$ cat src/rtl/dvfs_sequencer.sv
// dvfs_sequencer
// Orders voltage/frequency operating-point changes so the core never runs a
// clock faster than its supply allows. On a raise the regulator goes first,
// then a settle wait, then the clock mux. On a lower the clock mux goes first,
// then the regulator. Both sides use level-held req/ack handshakes guarded by
// a timeout. After every commit the new level is held for a minimum dwell time.
//
// Ports:
//   clk             system clock, rising edge
//   rst_n           asynchronous active-low reset (deassert synchronously upstream)
//   target_lvl      requested level: 00 LOW, 01 MED, 10 HIGH (11 behaves as 10)
//   vreg_req        voltage change request, held until vreg_ack
//   vreg_lvl        requested voltage level, stable while vreg_req=1
//   vreg_ack        regulator done, only looked at while vreg_req=1
//   clk_switch_req  clock switch request, held until clk_switch_done
//   clk_sel         requested clock level, stable while clk_switch_req=1
//   clk_switch_done mux done, only looked at while clk_switch_req=1
//   cur_lvl         committed operating level
//   busy            a transition is in progress
//   err             sticky handshake-timeout flag (cleared only by reset)
module dvfs_sequencer #(
   parameter int SETTLE_CYCLES = 16,
   parameter int MIN_DWELL     = 64,
   parameter int TIMEOUT       = 255
) (
   input  logic       clk,
   input  logic       rst_n,
   input  logic [1:0] target_lvl,
   output logic       vreg_req,
   output logic [1:0] vreg_lvl,
   input  logic       vreg_ack,
   output logic       clk_switch_req,
   output logic [1:0] clk_sel,
   input  logic       clk_switch_done,
   output logic [1:0] cur_lvl,
   output logic       busy,
   output logic       err
);

   localparam int DW_W = $clog2(MIN_DWELL + 1);
   localparam int ST_W = $clog2(SETTLE_CYCLES + 1);
   localparam int TO_W = $clog2(TIMEOUT + 1);

   localparam logic [2:0] ST_IDLE     = 3'd0;
   localparam logic [2:0] ST_V_UP     = 3'd1;
   localparam logic [2:0] ST_V_SETTLE = 3'd2;
   localparam logic [2:0] ST_F_SW     = 3'd3;
   localparam logic [2:0] ST_V_DOWN   = 3'd4;
   localparam logic [2:0] ST_ERR      = 3'd5;

   logic [2:0]      state_q,    state_d;
   logic [1:0]      tgt_q,      tgt_d;
   logic [1:0]      cur_lvl_q,  cur_lvl_d;
   logic            vreg_req_q, vreg_req_d;
   logic [1:0]      vreg_lvl_q, vreg_lvl_d;
   logic            clk_req_q,  clk_req_d;
   logic [1:0]      clk_sel_q,  clk_sel_d;
   logic            busy_q,     busy_d;
   logic            err_q,      err_d;
   logic [DW_W-1:0] dwell_q,    dwell_d;
   logic [ST_W-1:0] settle_q,   settle_d;
   logic [TO_W-1:0] to_q,       to_d;

   logic [1:0] tgt_norm;
   logic       to_expired;
   logic       commit;
   logic       hs_fail;

   // 11 has no operating point of its own; it aliases HIGH.
   assign tgt_norm   = (target_lvl == 2'b11) ? 2'b10 : target_lvl;

   // The handshake counter holds the number of cycles the current req has
   // already been high without an ack. An ack seen in the cycle the count
   // equals TIMEOUT still wins; only a missing ack there is a failure.
   assign to_expired = (to_q == TO_W'(TIMEOUT));

   always_comb begin
      state_d    = state_q;
      tgt_d      = tgt_q;
      cur_lvl_d  = cur_lvl_q;
      vreg_req_d = vreg_req_q;
      vreg_lvl_d = vreg_lvl_q;
      clk_req_d  = clk_req_q;
      clk_sel_d  = clk_sel_q;
      busy_d     = busy_q;
      err_d      = err_q;
      dwell_d    = dwell_q;
      settle_d   = settle_q;
      to_d       = to_q;
      commit     = 1'b0;
      hs_fail    = 1'b0;

      case (state_q)
         ST_IDLE: begin
            if (dwell_q != '0) begin
               dwell_d = dwell_q - 1'b1;
            end else if (tgt_norm != cur_lvl_q) begin
               tgt_d  = tgt_norm;
               busy_d = 1'b1;
               to_d   = '0;
               if (tgt_norm > cur_lvl_q) begin
                  state_d    = ST_V_UP;
                  vreg_req_d = 1'b1;
                  vreg_lvl_d = tgt_norm;
               end else begin
                  state_d   = ST_F_SW;
                  clk_req_d = 1'b1;
                  clk_sel_d = tgt_norm;
               end
            end
         end

         ST_V_UP: begin
            if (vreg_ack) begin
               vreg_req_d = 1'b0;
               settle_d   = ST_W'(SETTLE_CYCLES);
               state_d    = ST_V_SETTLE;
            end else if (to_expired) begin
               hs_fail = 1'b1;
            end else begin
               to_d = to_q + 1'b1;
            end
         end

         ST_V_SETTLE: begin
            // Leave on the cycle the count would reach zero so the clock
            // request appears exactly SETTLE_CYCLES cycles after vreg_req drops.
            if (settle_q <= ST_W'(1)) begin
               state_d   = ST_F_SW;
               clk_req_d = 1'b1;
               clk_sel_d = tgt_q;
               to_d      = '0;
            end else begin
               settle_d = settle_q - 1'b1;
            end
         end

         ST_F_SW: begin
            if (clk_switch_done) begin
               clk_req_d = 1'b0;
               if (tgt_q > cur_lvl_q) begin
                  commit = 1'b1;
               end else begin
                  state_d    = ST_V_DOWN;
                  vreg_req_d = 1'b1;
                  vreg_lvl_d = tgt_q;
                  to_d       = '0;
               end
            end else if (to_expired) begin
               hs_fail = 1'b1;
            end else begin
               to_d = to_q + 1'b1;
            end
         end

         ST_V_DOWN: begin
            if (vreg_ack) begin
               vreg_req_d = 1'b0;
               commit     = 1'b1;
            end else if (to_expired) begin
               hs_fail = 1'b1;
            end else begin
               to_d = to_q + 1'b1;
            end
         end

         ST_ERR: begin
            // Terminal: nothing moves until reset.
         end

         default: begin
            vreg_req_d = 1'b0;
            clk_req_d  = 1'b0;
            busy_d     = 1'b0;
            state_d    = ST_IDLE;
         end
      endcase

      if (commit) begin
         cur_lvl_d = tgt_q;
         dwell_d   = DW_W'(MIN_DWELL);
         busy_d    = 1'b0;
         state_d   = ST_IDLE;
      end

      // A stuck handshake leaves whatever was already applied in place;
      // a voltage raised ahead of a failed clock switch is the safe side.
      if (hs_fail) begin
         vreg_req_d = 1'b0;
         clk_req_d  = 1'b0;
         busy_d     = 1'b0;
         err_d      = 1'b1;
         state_d    = ST_ERR;
      end
   end

   always_ff @(posedge clk or negedge rst_n) begin
      if (!rst_n) begin
         state_q    <= ST_IDLE;
         tgt_q      <= 2'b00;
         cur_lvl_q  <= 2'b00;
         vreg_req_q <= 1'b0;
         vreg_lvl_q <= 2'b00;
         clk_req_q  <= 1'b0;
         clk_sel_q  <= 2'b00;
         busy_q     <= 1'b0;
         err_q      <= 1'b0;
         dwell_q    <= '0;    // expired: first differing target is taken at once
         settle_q   <= '0;
         to_q       <= '0;
      end else begin
         state_q    <= state_d;
         tgt_q      <= tgt_d;
         cur_lvl_q  <= cur_lvl_d;
         vreg_req_q <= vreg_req_d;
         vreg_lvl_q <= vreg_lvl_d;
         clk_req_q  <= clk_req_d;
         clk_sel_q  <= clk_sel_d;
         busy_q     <= busy_d;
         err_q      <= err_d;
         dwell_q    <= dwell_d;
         settle_q   <= settle_d;
         to_q       <= to_d;
      end
   end

   assign vreg_req       = vreg_req_q;
   assign vreg_lvl       = vreg_lvl_q;
   assign clk_switch_req = clk_req_q;
   assign clk_sel        = clk_sel_q;
   assign cur_lvl        = cur_lvl_q;
   assign busy           = busy_q;
   assign err            = err_q;

endmodule

$ cat config.mk
export PLATFORM = sky130hd
export DESIGN_NAME = dvfs_sequencer
export DESIGN_NICKNAME = d
export VERILOG_FILES = /design/src/rtl/dvfs_sequencer.sv
export SDC_FILE = /design/constraint.sdc
export NUM_CORES = 1
export LEC_CHECK = 0
export ABC_AREA = 1
export ABC_CLOCK_PERIOD_IN_PS = 2200
export CELL_PAD_IN_SITES_DETAIL_PLACEMENT = 0
export CELL_PAD_IN_SITES_GLOBAL_PLACEMENT = 1
export CORE_MARGIN = 5
export CORE_UTILIZATION = 43
export CTS_CLUSTER_SIZE = 25
export DETAILED_ROUTE_END_ITERATION = 7
export PLACE_DENSITY_LB_ADDON = 0.1
export REMOVE_ABC_BUFFERS = 1
export SLEW_MARGIN = 20
export SYNTH_ARGS = -nofsm -noshare
export SYNTH_HDL_FRONTEND = slang
export SYNTH_SLANG_ARGS = --single-unit
$ cat constraint.sdc
create_clock -name clk -period 2.2 [get_ports clk]
set_clock_uncertainty 0.1 [all_clocks]
set_input_delay 0.22 -clock clk [delete_from_list [all_inputs] [get_ports clk]]
set_output_delay 0.22 -clock clk [all_outputs]
set_load 0.02 [all_outputs]
==> run metrics, run 1 <==
number of cells upsized or downsized after cts 0; setup repair after global routing missed its margin false; path category of the worst min-delay check reg -> reg; max-slew violations 0; number of enable-type register cells in the synthesized netlist 0; largest area contributor in the synthesized netlist sky130_fd_sc_hd__dfrtp_1; initial antenna violation count 0; Detail Route met3 WL 126 µm; count of pins on the block boundary 16; fraction of synthesized area in multiplexers 0%; Setup crit start dwell_q[1]; critical path required time 2.27 ns; slew of the pin with the lowest slew margin 0.809 ns; depth of the CTS H-tree 2; synthesized area per cell 7.37 µm²; DRC 0; clock tree from TritonCTS yes; combinational family with the most area after synthesis simple AND/OR/NAND/NOR gates; Area growth syn-to-layout 16.1%; fill cell total of the finished layout 570; fraction of synthesized cell area in xor and xnor cells 1.82%; Sequential Area 876 µm²; leakage power figure 1.39 nW; most frequent standard cell in the layout excluding fill and tap cells sky130_fd_sc_hd__nand2_1; final core utilization 51.1%; total number of clock tree sinks 35; master cell of the clock root buffer sky130_fd_sc_hd__clkbuf_8; ANT nets after route 0; detailed placer's ending HPWL 4160 µm; power per unit of standard cell area 434 nW/µm²; dominant synthesized flop cell sky130_fd_sc_hd__dfrtp_1; type of the worst setup path reg -> reg; max layer used met4; maximum number of pins on one net before global-route repair 36; drt wl/cell 12.7 µm; R2R Path End vreg_lvl[1]; register area share after synthesis 36.4%; area of combinational cells with multiple inputs 1300 µm²; post-route insts no fill 428; setup slack of the critical path after layout 0.234 ns; final total power 0.00121 W; setup violation total in the final timing report 0; maximum root-to-sink buffer count 2; Yosys top cell area share 36.4%; count of warnings emitted by yosys 0; number of I/O port buffers 15; number of CTS-inserted buffers 5; critical path fanouts, max 5; Seq cells post-synth 35; Starting Density 44.0%; ratio of cells with drive above 1 in the final layout 13.2%; post-synthesis compound-gate area fraction 11.4%; Worst IR Drop VDD 0.000296 V; critical path arrival 2.04 ns; Die Outline Area 7200 µm²; Die Y-Extent 84.8 µm; clock latency on the worst-skew pair 0.29 ns; leading cell types in the layout, fill and taps excluded 81 x sky130_fd_sc_hd__nand2_1, 47 x sky130_fd_sc_hd__inv_1, 35 x sky130_fd_sc_hd__dfrtp_1; portion of the clock cycle consumed by the worst path in the final layout 89.4%; Reg2Reg Launch Point dwell_q[1]; worst slack at placement 0.0404 ns; met2 routed wirelength 2370 µm; post-route minimum period 1.97 ns; number of distinct standard cells referenced by the synthesized netlist 30; first drt pass iteration count 4; routed via count 2076; core region area 5470 µm²; Maximum Capacitance Violations 0; total wire length after detailed routing 5420 µm; count of placed standard cells including taps 417; first-pass GRT wire length 9440 µm; Antenna Cells 0; Synth Area in Simple Gates 34.7%; Final #Nets 373; register clock-pin slew on the reported worst setup and hold paths 0.08 ns; number of core rows 27; end point of the critical path vreg_lvl[1]; synthesized-area fraction occupied by adder cells 6.23%; DRT met1 WL 2860 µm; grt ovf 0; number of failing hold endpoints at the final stage 0; netlist area before placement 2410 µm²; final RePlAce weighted congestion 0.870; logic depth of the worst register-to-register path 11; Max Fclk 509 MHz; Die Width 84.8 µm; setup TNS 0 ns; FF-to-FF setup slack 0.23 ns; mean number of vias per cell 4.85; outcome complete, no violations; startpoint class of the critical path flop; all-layer global routing usage 16.2%; Slew Limit Headroom 46.1%; crit end category flop; via count of the first global-routing pass 1999; number of DRC violations after detailed-routing iteration 0 43; dominant cells by area after synthesis sky130_fd_sc_hd__dfrtp_1 36%, sky130_fd_sc_hd__nand2_1 13%, sky130_fd_sc_hd__inv_1 7.3%; share of flip-flops with an asynchronous set or reset 100%; post-synthesis instance total 327
==> how the worst min path moves through the flow <==
stage / startpoint / to / slack [ns] / cells past startpoint
2_1_floorplan: rst_n / busy / -0.18 / 0
3_3_place_gp: rst_n / settle_q[2] / 0.26 / 1
3_5_place_dp: rst_n / settle_q[2] / 0.26 / 1
4_1_cts: err / err / 0.38 / 1
5_1_grt: err / err / 0.42 / 1
6_report: vreg_req / vreg_req / 0.38 / 2
==> per-layer routing <==
layer | GRT usage [%] | vias to the layer above
li1 | - | 1114
met1 | 22.9 | 938
met2 | 25.3 | 19
met3 | 3.40 | 5
met4 | 3.88 | 0
met5 | 0 | -
==> final cells by class <==
class                      instances  share of cell area (%)
multi-input combinational        236                    46.6
sequential                        35                    31.3
timing repair buffer              25                    8.42
inverter                          52                    6.98
tap                               72                    3.22
clock buffer                       7                    3.09
clock inverter                     1                   0.313
==> through the flow <==
step	hold WS, ns	area, µm²
finish	0.381	2800
global route	0.416	2800
CTS	0.382	2780
detailed placement	0.264	2680
global placement	0.260	2680
floorplan	-0.176	2370
==> Yosys cell counts (2+ instances only) <==
library cell,count
sky130_fd_sc_hd__nand2_1,81
sky130_fd_sc_hd__inv_1,47
sky130_fd_sc_hd__dfrtp_1,35
sky130_fd_sc_hd__nor2_1,29
sky130_fd_sc_hd__nand3_1,28
sky130_fd_sc_hd__o21ai_0,22
sky130_fd_sc_hd__ha_1,12
sky130_fd_sc_hd__nand4_1,12
sky130_fd_sc_hd__a21oi_1,9
sky130_fd_sc_hd__nand2_2,7
sky130_fd_sc_hd__inv_2,5
sky130_fd_sc_hd__nand2_4,4
sky130_fd_sc_hd__nor2_4,4
sky130_fd_sc_hd__o21ai_2,4
sky130_fd_sc_hd__nor3_1,3
sky130_fd_sc_hd__o21a_1,3
sky130_fd_sc_hd__o21ai_1,3
sky130_fd_sc_hd__xor2_1,3
sky130_fd_sc_hd__buf_6,2
sky130_fd_sc_hd__o22ai_1,2
sky130_fd_sc_hd__or2_2,2
sky130_fd_sc_hd__xnor2_1,2
==> flip-flops by register name, indices dropped and copies added (netlist names) <==
name	flops
cur_lvl	2
to_q	8
dwell_q	7
tgt_q	2
clk_sel	2
state_q	3
err	1
settle_q	5
vreg_req	1
vreg_lvl	2
busy	1
clk_switch_req	1
==> where the power goes <==
group	switching, W	internal [W]	leakage, nW	total, W
registers	0.00000269	0.000646	0.428	0.000648
logic	0.0000377	0.0000213	0.913	0.0000590
clock network	0.000248	0.000257	0.0484	0.000505
==> critical path, stage by stage (launching register included) <==
cell	delay [ns]
sky130_fd_sc_hd__dfrtp_1	0.38
sky130_fd_sc_hd__inv_1	0.10
sky130_fd_sc_hd__ha_1	0.15
sky130_fd_sc_hd__inv_1	0.04
sky130_fd_sc_hd__nor2_1	0.07
sky130_fd_sc_hd__nand3_1	0.19
sky130_fd_sc_hd__nand2_4	0.17
sky130_fd_sc_hd__inv_2	0.07
sky130_fd_sc_hd__nor2_1	0.17
sky130_fd_sc_hd__nand4_1	0.23
sky130_fd_sc_hd__nand2_1	0.11
sky130_fd_sc_hd__o21ai_0	0.07
==> repair_timing <==
action / 4_1_cts / 5_1_grt
hold buffers: 1 / 0
endpoints found under the hold margin: 35 / 0
setup endpoints to repair: 0 / 1
setup buffers: 0 / 2
==> kinds of logic after synthesis <==
logic type | after synthesis
flip-flops | 35
AO/OA/AOI/OAI | 46
adder cells (fa/ha/maj) | 12
XOR/XNOR | 5
AND/OR/NAND/NOR | 173
buffers and inverters | 56
No activity file was read; power rests on OpenSTA's default activity.
==> run 2: changes to the inputs <==
--- a/config.mk
+++ b/config.mk
@@ -9,7 +9,7 @@
 export ABC_CLOCK_PERIOD_IN_PS = 2200
 export CELL_PAD_IN_SITES_DETAIL_PLACEMENT = 0
 export CELL_PAD_IN_SITES_GLOBAL_PLACEMENT = 1
-export CORE_MARGIN = 5
+export CORE_MARGIN = 2
 export CORE_UTILIZATION = 43
 export CTS_CLUSTER_SIZE = 25
 export DETAILED_ROUTE_END_ITERATION = 7
==> run 2 against run 1 <==
Non-clock buffer count did not move. Worst hold slack got worse by 0.0022 ns. Clock power fell by 4.6%. Combinational power rose by 12%. Sequential power barely moved. Critical endpoint is now vreg_lvl[0].
==> run metrics, run 2 (synthesized netlist as in run 1, its figures left out) <==
startpoint class of the critical path flop; Worst IR Drop VDD 0.000286 V (-3.4%); cells along the critical path inv_1, ha_1, inv_1, nor2_1, nand3_1, nand2_4, inv_2, nor2_1, nand4_1, nand2_1, o21ai_0; most frequent standard cell in the layout excluding fill and tap cells sky130_fd_sc_hd__nand2_1; critical path required time 2.28 ns (about the same); setup violation total in the final timing report 0 (unchanged); path category of the worst min-delay check reg -> reg; register clock-pin slew on the reported worst setup and hold paths 0.08 ns (about the same); count of placed standard cells including taps 419 (+0.48%); master cell of the clock root buffer sky130_fd_sc_hd__clkbuf_8; Slew Limit Headroom 69.5% (+23 points); Maximum Capacitance Violations 0 (unchanged); initial antenna violation count 0 (unchanged); crit end category flop; WHS 0.379 ns (-0.00216 ns); number of CTS-inserted buffers 5 (unchanged); Die Outline Area 6220 µm² (-14%); number of I/O port buffers 15 (unchanged); core region area 5470 µm² (unchanged); total wire length after detailed routing 5340 µm (-1.4%); Area growth syn-to-layout 16.0% (about the same); outcome complete, no violations; Starting Density 44.0% (unchanged); maximum number of pins on one net before global-route repair 36 (unchanged); post-route insts no fill 428 (unchanged); clock share of power 40.3% (-1.3 points); all-layer global routing usage 19.8% (+3.6 points); Die Width 78.8 µm (-7.1%); slowest cell on the critical path sky130_fd_sc_hd__dfrtp_1; critical path arrival 2.03 ns (about the same); setup repair after global routing missed its margin false; flip-flop count of the largest register after layout 8 (unchanged); switching power 0.000304 W (+5.5%); clock latency on the worst-skew pair 0.29 ns (about the same); leading cell types in the layout, fill and taps excluded 81 x sky130_fd_sc_hd__nand2_1, 47 x sky130_fd_sc_hd__inv_1, 35 x sky130_fd_sc_hd__dfrtp_1; maximum root-to-sink buffer count 2 (unchanged); post-route minimum period 1.95 ns (-0.0126 ns); number of core rows 27 (unchanged); portion of the clock cycle consumed by the worst path in the final layout 88.8% (-0.57 points); Cell Area, Placed 2690 µm² (+0.56%); first drt pass iteration count 4 (unchanged); register with the highest flop count to_q; number of DRC violations after detailed-routing iteration 0 103 (+140%); ratio of cells with drive above 1 in the final layout 13.8% (+0.56 points); Final #Nets 373 (unchanged); critical path fanouts, max 8 (+3); final RePlAce weighted congestion 0.823 (-5.5%); max-slew violations 0 (unchanged); type of the worst setup path reg -> reg; area of all placed cells without fillers 2790 µm² (about the same); depth of the CTS H-tree 2 (unchanged); count of pins on the block boundary 16 (unchanged); clock tree from TritonCTS yes; Max Fclk 512 MHz (+0.64%); fraction of power spent switching nets 25.4% (+1.7 points); Die Y-Extent 78.8 µm (-7.1%); setup TNS 0 ns (unchanged); Antenna Cells 0 (unchanged); power per unit of standard cell area 428 nW/µm² (-1.4%); routed via count 2117 (+2.0%); fill cell total of the finished layout 544 (-4.6%); slew of the pin with the lowest slew margin 0.458 ns (-0.351 ns); ANT nets after route 0 (unchanged); grt ovf 0 (unchanged); portion of total power attributed to combinational logic 5.5% (+0.6 points); number of failing hold endpoints at the final stage 0 (unchanged); delay contributed by the slowest stage of the critical path 0.38 ns (about the same); mean number of vias per cell 4.95 (+2.0%); internal power summed over all cells 0.000891 W (-3.6%); leading registers by flop count to_q (8), dwell_q (7), settle_q (5); via count of the first global-routing pass 2057 (+2.9%); detailed placer's ending HPWL 4060 µm (-2.4%); leakage power figure 1.38 nW (-0.66%); DRC 0 (unchanged); total number of clock tree sinks 35 (unchanged); first-pass GRT wire length 9660 µm (+2.3%); part of the power in registers 54.2% (+0.7 points); drt wl/cell 12.5 µm (-1.4%)
==> run 2: cell count changes in the layout (fill, tap and decap cells not counted) <==
cell	previous run	this run
sky130_fd_sc_hd__clkbuf_1	1	0
sky130_fd_sc_hd__clkinvlp_4	0	2
sky130_fd_sc_hd__buf_2	1	0
sky130_fd_sc_hd__nand3_2	0	1
sky130_fd_sc_hd__clkbuf_8	6	5
sky130_fd_sc_hd__clkinv_4	1	0
sky130_fd_sc_hd__nand3_1	28	27
sky130_fd_sc_hd__clkinv_2	0	1
sky130_fd_sc_hd__clkbuf_2	0	1
==> run 2: final timing paths <==
check | start | to | slack (ns) | cells after the start
worst max-delay path | dwell_q[1] | vreg_lvl[0] | 0.25 | 11
worst min register to register | err | err | 0.38 | 1
worst min-delay path | err | err | 0.38 | 1
min in group asynchronous | rst_n | clk_sel[0] | 0.39 | 3
max in group asynchronous | rst_n | to_q[7] | 1.28 | 3
worst max register to register | dwell_q[1] | vreg_lvl[0] | 0.25 | 11
==> run 2: what timing repair did <==
action | in CTS | in global routing
hold buffers | 1 | 0
endpoints found under the hold margin | 35 | 0
setup buffers | 0 | 0
resized for setup | 0 | 1
setup endpoints to repair | 0 | 1
==> run 2: final cells by class <==
cell class,count,area [µm²],area share [%]
multi-input combinational,236,1310,46.8
sequential,35,876,31.3
timing repair buffer,25,235,8.42
inverter,52,195,6.99
tap,72,90.1,3.22
clock buffer,5,68.8,2.46
clock inverter,3,20.0,0.717
==> run 2: worst max-delay path, delay by kind of cell (launching register included) <==
| family | cells | cell delay, ns |
|---|---|---|
| compound gates | 1 | 0.08 |
| fa+ha+maj | 1 | 0.15 |
| buf+inv | 3 | 0.21 |
| flops | 1 | 0.38 |
| simple gates | 6 | 0.92 |
==> run 2: metal layers <==
layer	part of all wire [%]	GRT usage, %	vias to the layer above
met1	50	26.8	985
met3	2.1	4.43	6
li1	-	-	1110
met4	1.1	5.17	0
met2	47	32.1	16
met5	0	0	-
==> run 2: power by group through the flow <==
stage | clock (W) | combinational (W) | sequential (W)
after global routing | 0.000526 | 0.0000765 | 0.000647
after floorplan | 0 | 0.0000263 | 0.000661
after global placement | 0 | 0.0000661 | 0.000660
final | 0.000482 | 0.0000658 | 0.000647
after detailed placement | 0 | 0.0000663 | 0.000660
after CTS | 0.000500 | 0.0000682 | 0.000647
==> run 2: through the flow <==
stage / util, % / total power, W / setup slack, ns
after global placement: 49.2 / 0.000726 / 0.0613
after global routing: 51.1 / 0.00125 / 0.0101
final: 51.1 / 0.00119 / 0.246
after detailed placement: 49.2 / 0.000726 / 0.0612
after CTS: 51.0 / 0.00122 / 0.232
after floorplan: - / 0.000687 / 0.287
